### src/rtl/reduce_gate_unit.sv
// Registered WIDTH-bit reduction gate (AND/NAND/OR/NOR/XOR/XNOR) with valid/ready
// handshake, plus an exhaustive sweep engine that counts patterns giving 1.
module reduce_gate_unit #(
    parameter int WIDTH = 2
) (
    input  logic             clk,
    input  logic             rst_n,
    input  logic             in_valid,
    output logic             in_ready,
    input  logic [WIDTH-1:0] a,
    input  logic [2:0]       mode,
    output logic             out_valid,
    input  logic             out_ready,
    output logic             c,
    input  logic             sweep_start,
    output logic             sweep_busy,
    output logic             sweep_done,
    output logic [WIDTH:0]   ones_count
);

    typedef enum logic [1:0] {
        S_IDLE,
        S_SWEEP,
        S_DONE
    } state_t;

    localparam logic [WIDTH:0] LAST_PATTERN = {1'b0, {WIDTH{1'b1}}};
    localparam logic [WIDTH:0] ONE          = {{WIDTH{1'b0}}, 1'b1};

    // Codes 110 and 111 fall through to NAND, the legacy gate behaviour.
    function automatic logic reduce_fn(input logic [2:0] m, input logic [WIDTH-1:0] v);
        case (m)
            3'b000:  return &v;
            3'b001:  return ~&v;
            3'b010:  return |v;
            3'b011:  return ~|v;
            3'b100:  return ^v;
            3'b101:  return ~^v;
            default: return ~&v;
        endcase
    endfunction

    state_t         r_state;
    state_t         w_next_state;
    logic [WIDTH:0] r_pattern;
    logic [WIDTH:0] r_ones;
    logic [2:0]     r_sweep_mode;
    logic           r_out_valid;
    logic           r_c;
    logic           w_busy;
    logic           w_done;
    logic           w_xfer;
    logic           w_data_fn;
    logic           w_sweep_fn;

    assign w_data_fn  = reduce_fn(mode, a);
    assign w_sweep_fn = reduce_fn(r_sweep_mode, r_pattern[WIDTH-1:0]);
    assign in_ready   = !w_busy && (!r_out_valid || out_ready);
    assign w_xfer     = in_valid && in_ready;

    // NOTE: every output of this block gets a default first so no path infers a latch.
    always_comb begin
        w_next_state = r_state;
        w_busy       = 1'b0;
        w_done       = 1'b0;
        case (r_state)
            S_IDLE: begin
                if (sweep_start) w_next_state = S_SWEEP;
            end
            S_SWEEP: begin
                w_busy = 1'b1;
                if (r_pattern == LAST_PATTERN) w_next_state = S_DONE;
            end
            S_DONE: begin
                w_busy       = 1'b1;
                w_done       = 1'b1;
                w_next_state = S_IDLE;
            end
            default: w_next_state = S_IDLE;
        endcase
    end

    // NOTE: registers use non-blocking assignment so all flops update from pre-edge values.
    always_ff @(posedge clk or negedge rst_n) begin
        if (!rst_n) r_state <= S_IDLE;
        else        r_state <= w_next_state;
    end

    // Pattern counter is one bit wider than the operand so the last pattern never aliases 0.
    always_ff @(posedge clk or negedge rst_n) begin
        if (!rst_n) begin
            r_pattern    <= '0;
            r_ones       <= '0;
            r_sweep_mode <= 3'b000;
        end else if (r_state == S_IDLE && sweep_start) begin
            r_pattern    <= '0;
            r_ones       <= '0;
            r_sweep_mode <= mode;
        end else if (r_state == S_SWEEP) begin
            r_pattern <= r_pattern + ONE;
            r_ones    <= r_ones + {{WIDTH{1'b0}}, w_sweep_fn};
        end
    end

    always_ff @(posedge clk or negedge rst_n) begin
        if (!rst_n) begin
            r_out_valid <= 1'b0;
            r_c         <= 1'b0;
        end else if (w_xfer) begin
            r_out_valid <= 1'b1;
            r_c         <= w_data_fn;
        end else if (out_ready) begin
            r_out_valid <= 1'b0;
        end
    end

    assign out_valid  = r_out_valid;
    assign c          = r_c;
    assign sweep_busy = w_busy;
    assign sweep_done = w_done;
    assign ones_count = r_ones;

endmodule
### config.mk
export PLATFORM = sky130hd
export DESIGN_NAME = reduce_gate_unit
export DESIGN_NICKNAME = d
export VERILOG_FILES = /design/src/rtl/reduce_gate_unit.sv
export SDC_FILE = /design/constraint.sdc
export NUM_CORES = 1
export LEC_CHECK = 0
export BUFFER_PORTS_ARGS = -buffer_cell sky130_fd_sc_hd__buf_4
export CELL_PAD_IN_SITES_DETAIL_PLACEMENT = 1
export CELL_PAD_IN_SITES_GLOBAL_PLACEMENT = 1
export CORE_ASPECT_RATIO = 0.75
export CORE_MARGIN = 5
export CORE_UTILIZATION = 35
export DETAILED_ROUTE_END_ITERATION = 8
export PLACE_DENSITY = 0.71
export SYNTH_ARGS = -nofsm -noshare
export SYNTH_HDL_FRONTEND = slang
export SYNTH_SLANG_ARGS = --single-unit
### constraint.sdc
create_clock -name clk -period 2.8 [get_ports clk]
set_input_delay 0.14 -clock clk [delete_from_list [all_inputs] [get_ports clk]]
set_output_delay 0.14 -clock clk [all_outputs]
set_load 0.03 [all_outputs]
==> results_dict.tcl, run 1 <==
set metrics [dict create \
    clockRootBuffer "clkbuf_4" \
    tightest_slew_ns 0.414 \
    total_power_mw 1.19 \
    worstReg2RegStart "r_pattern[0]$_DFFE_PN0P_" \
    drc_errors 0 \
    cts_tree "done" \
    holdWs_ns 0.104 \
    r2r_slack_ns 0.69 \
    track_usage_pct 10.1 \
    antennaDiodeCount 0 \
    grt_pass1_vias 572 \
    start_kind "flop" \
    core_area_um2 2310 \
    die_w_um 66.9 \
    hpwl_um 1420 \
    reg2reg_depth 10 \
    ir_drop_uv 454 \
    met3_usage_pct 3.43 \
    gp_congestion 0.721 \
    cts_buffer_depth 2 \
    cts_resized 0 \
    outcome "finished, final reports clean" \
    hold_viol_final 0 \
    drt_iter0_drc 12 \
    max_freq_mhz 474 \
    clk_latency_ns 0.27 \
    p_leak_nw 0.514 \
    grt-busiest-layer "met2" \
    ys_ff_latch 13 \
    whs_path_depth 3 \
    portBuffers 17 \
    post-cts-setup-buffer-count 0 \
    finalCritPeriodShare_pct 75.3 \
    end_kind "flop" \
    drive_gt1_share_pct 26.2 \
    gr-usage-met1_pct 11.7 \
    die_h_um 52.7 \
    cts_made_buffers 3 \
    power_density_nw_per_um2 1140 \
    yosysWarnings 0 \
    yosys_most_used_dff "dfrtp_1" \
    yosys.area.top_type "dfrtp_1" \
    cp.arrival_ns 2.26 \
    synthArstFlopShare_pct 100 \
    worstSetupPathType "reg -> reg" \
    path_max_fanout 3 \
    reg2reg_to "ones_count[2]$_DFFE_PN0P_" \
    num_rows 15 \
    synth-edff-count 0 \
    ant_nets 0 \
    holdPathEnd "out_valid$_DFFE_PN0P_" \
    rsz0062_at_grt "false" \
    pin_count 18 \
    final_util_pct 45.4 \
    hp-class "in -> reg" \
    slew_headroom_pct 72.4 \
    cts.htree.levels 1 \
    avgSynthCellArea_um2 10.3 \
    initial_utilization_pct 36.9 \
    via_per_inst 4.58 \
    clock_sinks 13 \
    drt-total-wl_um 1710 \
    wl_per_cell_um 12.5 \
    setup_viol 0 \
    grt_max_degree 14 \
    area_growth_pct 23.1 \
    syn-num-nets 104 \
    clkSlewWorstSetupHoldPaths_ns 0.08 \
    maxCapViolations 0 \
    antenna_found_initial 0 \
    final_max_slew_viol_count 0 \
    clock_skew_ns 0.00444 \
    nets 125 \
    synth.area.top_cells "dfrtp_1 38%, ha_1 16%, mux2_2 5.3%, inv_1 4.4%, mux2i_1 3.5%" \
    period_needed_ns 2.11 \
    synth_cell_types 27 \
    setup_tns_ns 0 \
    syn_inst 83 \
    grt-ovfl-total 0 \
    crit_required_ns 2.95 \
    netlist.area_leader.share_pct 38.2 \
    yosysSeqAreaShare_pct 38.2 \
    syn_area_um2 851 \
    grtUsageMet2_pct 17.3 \
    first_pass_iters 2 \
    vias 628 \
    hold_start "in_valid" \
    grt_pass1_wl_um 2600 \
    dieArea_um2 3530 \
]
critical path, stage by stage, from the launching register on:
cell and delay (ns):
dfrtp_1 0.39, inv_1 0.06, ha_1 0.34, mux2_2 0.28, a21oi_1 0.14, o221ai_1 0.13, ha_1 0.20, ha_1 0.17
nand2_1 0.07, xor2_1 0.16, nor2_1 0.06
worst max path at each step:
stage | startpoint | end | slack (ns) | cells past startpoint
2_1_floorplan | r_pattern[0]$_DFFE_PN0P_ | ones_count[1]$_DFFE_PN0P_ | 0.85 | 9
3_3_place_gp | r_pattern[0]$_DFFE_PN0P_ | ones_count[1]$_DFFE_PN0P_ | 0.76 | 9
3_5_place_dp | r_pattern[0]$_DFFE_PN0P_ | ones_count[2]$_DFFE_PN0P_ | 0.68 | 10
4_1_cts | r_pattern[0]$_DFFE_PN0P_ | ones_count[2]$_DFFE_PN0P_ | 0.67 | 10
5_1_grt | r_pattern[0]$_DFFE_PN0P_ | ones_count[2]$_DFFE_PN0P_ | 0.56 | 10
6_report | r_pattern[0]$_DFFE_PN0P_ | ones_count[2]$_DFFE_PN0P_ | 0.69 | 10
cells in the mapped netlist, drive strengths merged (2+ instances only):
master  number
a21oi        3
buf          2
dfrtp       13
ha          11
inv         10
mux2         5
mux2i        3
nand2        4
nand2b       2
nor2         7
nor2b        2
nor3b        3
o21ai        4
xnor2        3
per-layer routing:
metal | up-vias | share of wire (%) | wire, µm
li1 | 319 | - | -
met1 | 294 | 46 | 794
met2 | 13 | 48 | 828
met3 | 2 | 3.8 | 65
met4 | 0 | 1.1 | 19
met5 | - | 0 | 0
cells by family after synthesis:
family | Yosys count | synth area share (%)
AOI/OAI and AO/OA | 14 | 11.6
buffers and inverters | 12 | 5.59
adders and majority gates | 11 | 16.2
and+or+nand+nor | 21 | 14.1
DFF | 13 | 38.2
muxes | 8 | 10.1
xor gates and xnor gates | 4 | 4.12
cells in the final DEF (no fill, tap or decap):
cell type / instances
a211oi_1: 1
a21boi_1: 1
a21oi_1: 3
a311o_1: 1
and2_1: 1
and3b_1: 1
buf_4: 17
clkbuf_1: 1
clkbuf_4: 3
dfrtp_1: 13
dlygate4sd3_1: 1
ha_1: 11
inv_1: 10
mux2_1: 1
mux2_2: 4
mux2i_1: 3
nand2_1: 4
nand2b_1: 1
nand2b_4: 1
nor2_1: 7
nor2b_1: 2
nor3b_1: 3
o21a_1: 1
o21ai_0: 4
o21ba_2: 1
o221ai_1: 1
o31ai_2: 1
or3b_1: 1
xnor2_1: 3
xor2_1: 1
power breakdown:
part           total [mW]  leakage [nW]  switching, mW  internal (mW)
registers           0.349         0.164         0.0739          0.275
clock network       0.115        0.0150         0.0601         0.0552
logic               0.730         0.335          0.397          0.333
final cells by class:
type	count	area, µm²
fill	287	1260
multi-input combinational	58	478
sequential	13	325
timing repair buffer	18	138
tap	34	42.5
inverter	10	37.5
clock buffer	4	26.3
timing repair:
action | in CTS | in global routing
endpoints found under the hold margin | 13 | 0
hold buffers | 1 | 0
setup endpoints to repair | 0 | 0
per-stage QoR:
| stage | cells | setup WS, ns | area (µm²) |
|---|---|---|---|
| global placement | 132 | 0.763 | 1010 |
| CTS | 137 | 0.671 | 1050 |
| global route | 137 | 0.563 | 1050 |
| floorplan | 83 | 0.848 | 851 |
| finish | 137 | 0.691 | 1050 |
| detailed placement | 132 | 0.680 | 1010 |
sequential cells by signal, summed over array words and instances (netlist names):
register and cells:
out_valid 1, ones_count 3, c 1, r_sweep_mode 3, r_pattern 3, r_state 2
Note: power is estimated with default switching activity, not from simulation.
==> run 2: changes to the inputs <==
- clock period: 2.8 -> 2.2 ns (I/O delays scaled with it)
==> results_dict.tcl, run 2 (same netlist as run 1, synthesis figures left out) <==
set metrics [dict create \
    outcome "finished, final reports clean" \
    drt_iter0_drc 19 \
    path_max_fanout 3 \
    end_kind "flop" \
    hp-class "in -> reg" \
    slew_headroom_pct 72.5 \
    whs_path_depth 3 \
    grt_pass1_wl_um 2600 \
    place_inst 132 \
    seqPwrFrac_pct 28.6 \
    clkSlewWorstSetupHoldPaths_ns 0.09 \
    clock_skew_ns 0.00918 \
    power_switching_mw 0.691 \
    drive_gt1_share_pct 27.2 \
    pre_cts_ws_ns 0.0799 \
    drt-total-wl_um 1770 \
    reg2reg_depth 10 \
    hpwl_um 1420 \
    crit_cells 10 \
    reg2reg_to "ones_count[2]$_DFFE_PN0P_" \
    hold_start "in_valid" \
    cts_made_buffers 3 \
    initial_utilization_pct 36.9 \
    cp_cell_sequence "inv_1, ha_4, mux2_2, a21oi_1, o221ai_1, ha_1, ha_1, nand2_1, xor2_1, nor2_1" \
    slowest_delay_ns 0.41 \
    setup_tns_ns 0 \
    core_area_um2 2310 \
    r2r_slack_ns 0.15 \
    crit_slowest_cell "dfrtp_1" \
    pwr-share-comb_pct 61.8 \
    sw_frac_of_total_pct 44.4 \
    power_density_nw_per_um2 1470 \
    grt_max_degree 14 \
    rsz0062_at_grt "false" \
    finalCritPeriodShare_pct 93.2 \
    final_max_slew_viol_count 0 \
    gp_congestion 0.721 \
    worst_slack_ns 0.149 \
    cts.htree.levels 1 \
    first_pass_iters 2 \
    total_power_mw 1.56 \
    tightest_slew_ns 0.412 \
    final_cell_mix "17 x buf_4, 13 x dfrtp_1, 10 x inv_1, 10 x ha_1, 7 x nor2_1" \
    post-cts-setup-buffer-count 0 \
    antenna_found_initial 0 \
    dieArea_um2 3530 \
    hold_viol_final 0 \
    setup_viol 0 \
    vias 635 \
    die_h_um 52.7 \
    clock_sinks 13 \
    num_rows 15 \
    fin_cells 137 \
    wl_per_cell_um 12.9 \
    crit_buf_inv 1 \
    clockRootBuffer "clkbuf_4" \
    ant_nets 0 \
    antennaDiodeCount 0 \
    cts_buffer_depth 2 \
    crit_top_cell "ha_1" \
    max_freq_mhz 488 \
    maxCapViolations 0 \
    worstSetupPathType "reg -> reg" \
    via_per_inst 4.64 \
    holdPathEnd "out_valid$_DFFE_PN0P_" \
    track_usage_pct 10.1 \
    start_kind "flop" \
    cp.arrival_ns 2.21 \
    nFillCells 285 \
    power_frac_clock_pct 9.6 \
    drc_errors 0 \
    area_growth_pct 24.6 \
    period_needed_ns 2.05 \
    ir_drop_uv 585 \
    grt-ovfl-total 0 \
    path_delay_family "adder cells" \
    pin_count 18 \
    crit_required_ns 2.36 \
    die_w_um 66.9 \
    holdWs_ns 0.0747 \
    cts_tree "done" \
    portBuffers 17 \
    p_leak_nw 0.515 \
    worstReg2RegStart "r_pattern[0]$_DFFE_PN0P_" \
    clk_latency_ns 0.28 \
    p_int_mw 0.865 \
    final_common_cell "buf_4" \
    nets 125 \
    grt_pass1_vias 572 \
]
run 2: cell counts in the layout (fill, tap and decap cells not counted):
Identical to the previous run, type by type.
run 2: what timing repair did:
item,CTS,global route
hold endpoints to repair,13,0
hold buffers,1,0
setup endpoints to repair,0,2
gates resized for setup,0,1
run 2: layout make-up:
cell class | count | area, µm² | share of cell area [%]
sequential | 13 | 325 | 30.7
multi-input combinational | 58 | 490 | 46.3
clock buffer | 4 | 26.3 | 2.48
inverter | 10 | 37.5 | 3.54
tap | 34 | 42.5 | 4.01
timing repair buffer | 18 | 138 | 13.0
run 2: worst max-delay path by stage:
| stage | startpoint | end | slack [ns] |
|---|---|---|---|
| 4_1_cts | r_pattern[0]$_DFFE_PN0P_ | ones_count[2]$_DFFE_PN0P_ | 0.07 |
| 6_report | r_pattern[0]$_DFFE_PN0P_ | ones_count[2]$_DFFE_PN0P_ | 0.15 |
| 3_3_place_gp | r_pattern[0]$_DFFE_PN0P_ | ones_count[1]$_DFFE_PN0P_ | 0.16 |
| 2_1_floorplan | r_pattern[0]$_DFFE_PN0P_ | ones_count[1]$_DFFE_PN0P_ | 0.25 |
| 5_1_grt | r_pattern[0]$_DFFE_PN0P_ | ones_count[2]$_DFFE_PN0P_ | 0.03 |
| 3_5_place_dp | r_pattern[0]$_DFFE_PN0P_ | ones_count[2]$_DFFE_PN0P_ | 0.08 |
run 2: worst reg2reg max path, cell delays in order (launching register included):
cell,delay (ns)
dfrtp_1,0.41
inv_1,0.11
ha_4,0.22
mux2_2,0.26
a21oi_1,0.14
o221ai_1,0.13
ha_1,0.20
ha_1,0.18
nand2_1,0.08
xor2_1,0.16
nor2_1,0.06
run 2: power groups by stage:
stage / Sequential (mW) / Combinational (mW) / Clock [mW]
after global placement: 0.440 / 0.904 / 0
after detailed placement: 0.450 / 0.942 / 0
final: 0.445 / 0.961 / 0.150
after CTS: 0.445 / 0.948 / 0.156
after floorplan: 0.494 / 0.625 / 0
after global routing: 0.457 / 1.04 / 0.169
run 2: per-layer routing:
layer  part of all wire (%)  routed length (µm)  track usage, %  vias up
li1                       -                   -               -      319
met1                     45                 795            11.7      301
met2                     50                 887            17.3       13
met3                    3.7                  66            3.43        2
met4                    1.1                  19            4.04        0
met5                      0                   0               0        -
run 2: through the flow:
step / utilization (%) / cell area, µm²
3_3_place_gp: 43.8 / 1010
2_1_floorplan: - / 851
3_5_place_dp: 43.8 / 1010
6_report: 45.9 / 1060
5_1_grt: 45.9 / 1060
4_1_cts: 45.4 / 1050
==> run 3: changes to the inputs <==
- RECOVER_POWER: default -> 25
==> results_dict.tcl, run 3 (same netlist as run 1, synthesis figures left out) <==
set metrics [dict create \
    outcome "finished, final reports clean" \
    clk_latency_ns 0.28 \
    drive_gt1_share_pct 26.2 \
    placed_area_um2 1010 \
    tightest_slew_ns 0.729 \
    wl_per_cell_um 12.9 \
    worstSetupPathType "reg -> reg" \
    rsz0062_at_grt "false" \
    ir_drop_uv 585 \
    hpwl_um 1420 \
    hp-class "in -> reg" \
    crit_cells 10 \
    worst_slack_ns 0.149 \
    end_kind "flop" \
    ant_nets 0 \
    pre_cts_ws_ns 0.0799 \
    grt-ovfl-total 0 \
    crit_buf_inv 1 \
    grt_pass1_vias 572 \
    seqPwrFrac_pct 28.6 \
    core_area_um2 2310 \
    fin_cells 137 \
    max_freq_mhz 488 \
    period_needed_ns 2.05 \
    total_power_mw 1.56 \
    clock_skew_ns 0.00920 \
    vias 635 \
    via_per_inst 4.64 \
    register_area_um2 325 \
    reg2reg_to "ones_count[2]$_DFFE_PN0P_" \
    antennaDiodeCount 0 \
    start_kind "flop" \
    cts_made_buffers 3 \
    multi_input_area_um2 490 \
    initial_utilization_pct 36.9 \
    drc_errors 0 \
    power_switching_mw 0.691 \
    clock_sinks 13 \
    cts.htree.levels 1 \
    setup_tns_ns 0 \
    slowest_delay_ns 0.41 \
    cts_buffer_depth 2 \
    final_max_slew_viol_count 0 \
    holdWs_ns 0.0747 \
    antenna_found_initial 0 \
    worstReg2RegStart "r_pattern[0]$_DFFE_PN0P_" \
    num_rows 15 \
    pin_count 18 \
    clockRootBuffer "clkbuf_4" \
    drt-total-wl_um 1770 \
    post-cts-setup-buffer-count 0 \
    dieArea_um2 3530 \
    maxCapViolations 0 \
    nFillCells 285 \
    crit_required_ns 2.36 \
    nets 125 \
    p_int_mw 0.864 \
    cts_tree "done" \
    crit_slowest_cell "dfrtp_1" \
    final_util_pct 45.7 \
    setup_viol 0 \
    place_inst 132 \
    grt_pass1_wl_um 2600 \
    r2r_slack_ns 0.15 \
    drt_iter0_drc 19 \
    die_h_um 52.7 \
    path_delay_family "adder cells" \
    hold_start "in_valid" \
    final_cell_mix "16 x buf_4, 13 x dfrtp_1, 10 x inv_1, 10 x ha_1, 7 x nor2_1" \
    power_density_nw_per_um2 1470 \
    path_max_fanout 3 \
    reg2reg_depth 10 \
    area_growth_pct 24.1 \
    hold_viol_final 0 \
    pwr-share-comb_pct 61.7 \
    track_usage_pct 10.1 \
    first_pass_iters 2 \
    crit_top_cell "ha_1" \
    grt_max_degree 14 \
    endpoint "ones_count[2]$_DFFE_PN0P_" \
    power_frac_clock_pct 9.6 \
    final_common_cell "buf_4" \
    die_w_um 66.9 \
    sw_frac_of_total_pct 44.4 \
    clkSlewWorstSetupHoldPaths_ns 0.09 \
    finalCritPeriodShare_pct 93.2 \
    slew_headroom_pct 51.4 \
    stdcell_area_um2 1060 \
    cp-startpoint "r_pattern[0]$_DFFE_PN0P_" \
    cp_cell_sequence "inv_1, ha_4, mux2_2, a21oi_1, o221ai_1, ha_1, ha_1, nand2_1, xor2_1, nor2_1" \
    cp.arrival_ns 2.21 \
    portBuffers 17 \
    p_leak_nw 0.511 \
    gp_congestion 0.721 \
]
==> run 3: cell types whose count changed in the layout (fill, tap and decap cells not counted) <==
cell,change
clkbuf_1,+1
buf_4,-1
==> run 3: area by class of cell <==
type,count,share of cell area (%)
Timing Repair Buffer,18,12.7
Tap cell,34,4.03
Sequential cell,13,30.8
Inverter,10,3.55
Clock buffer,4,2.49
Multi-Input combinational cell,58,46.4
==> run 3: worst min-delay path, cell delays in order <==
cell and delay, ns:
buf_4 0.09, nand2b_4 0.05, nand2_1 0.06
==> run 3: layer usage <==
metal,global-route usage [%],share of wire [%]
met4,4.04,1.1
met3,3.43,3.7
met5,0,0
met1,11.7,45
met2,17.3,50
==> run 3: worst min path at each step <==
stage,to,slack (ns),depth (start not counted)
2_1_floorplan,c$_DFFE_PN0P_,-0.19,0
4_1_cts,out_valid$_DFFE_PN0P_,0.07,3
3_3_place_gp,out_valid$_DFFE_PN0P_,-0.03,1
6_report,out_valid$_DFFE_PN0P_,0.07,3
5_1_grt,out_valid$_DFFE_PN0P_,0.07,3
3_5_place_dp,out_valid$_DFFE_PN0P_,-0.03,1
==> run 3: what timing repair did <==
item	CTS	global route
hold endpoints to repair	13	0
hold buffers	1	0
resized for setup	0	1
endpoints found under the setup margin	0	2
==> run 3: power by group through the flow <==
stage	registers (mW)	clock network, mW	logic (mW)
after floorplan	0.494	0	0.625
after global placement	0.440	0	0.904
after detailed placement	0.450	0	0.942
after CTS	0.445	0.156	0.948
after global routing	0.457	0.169	1.04
final	0.445	0.150	0.960
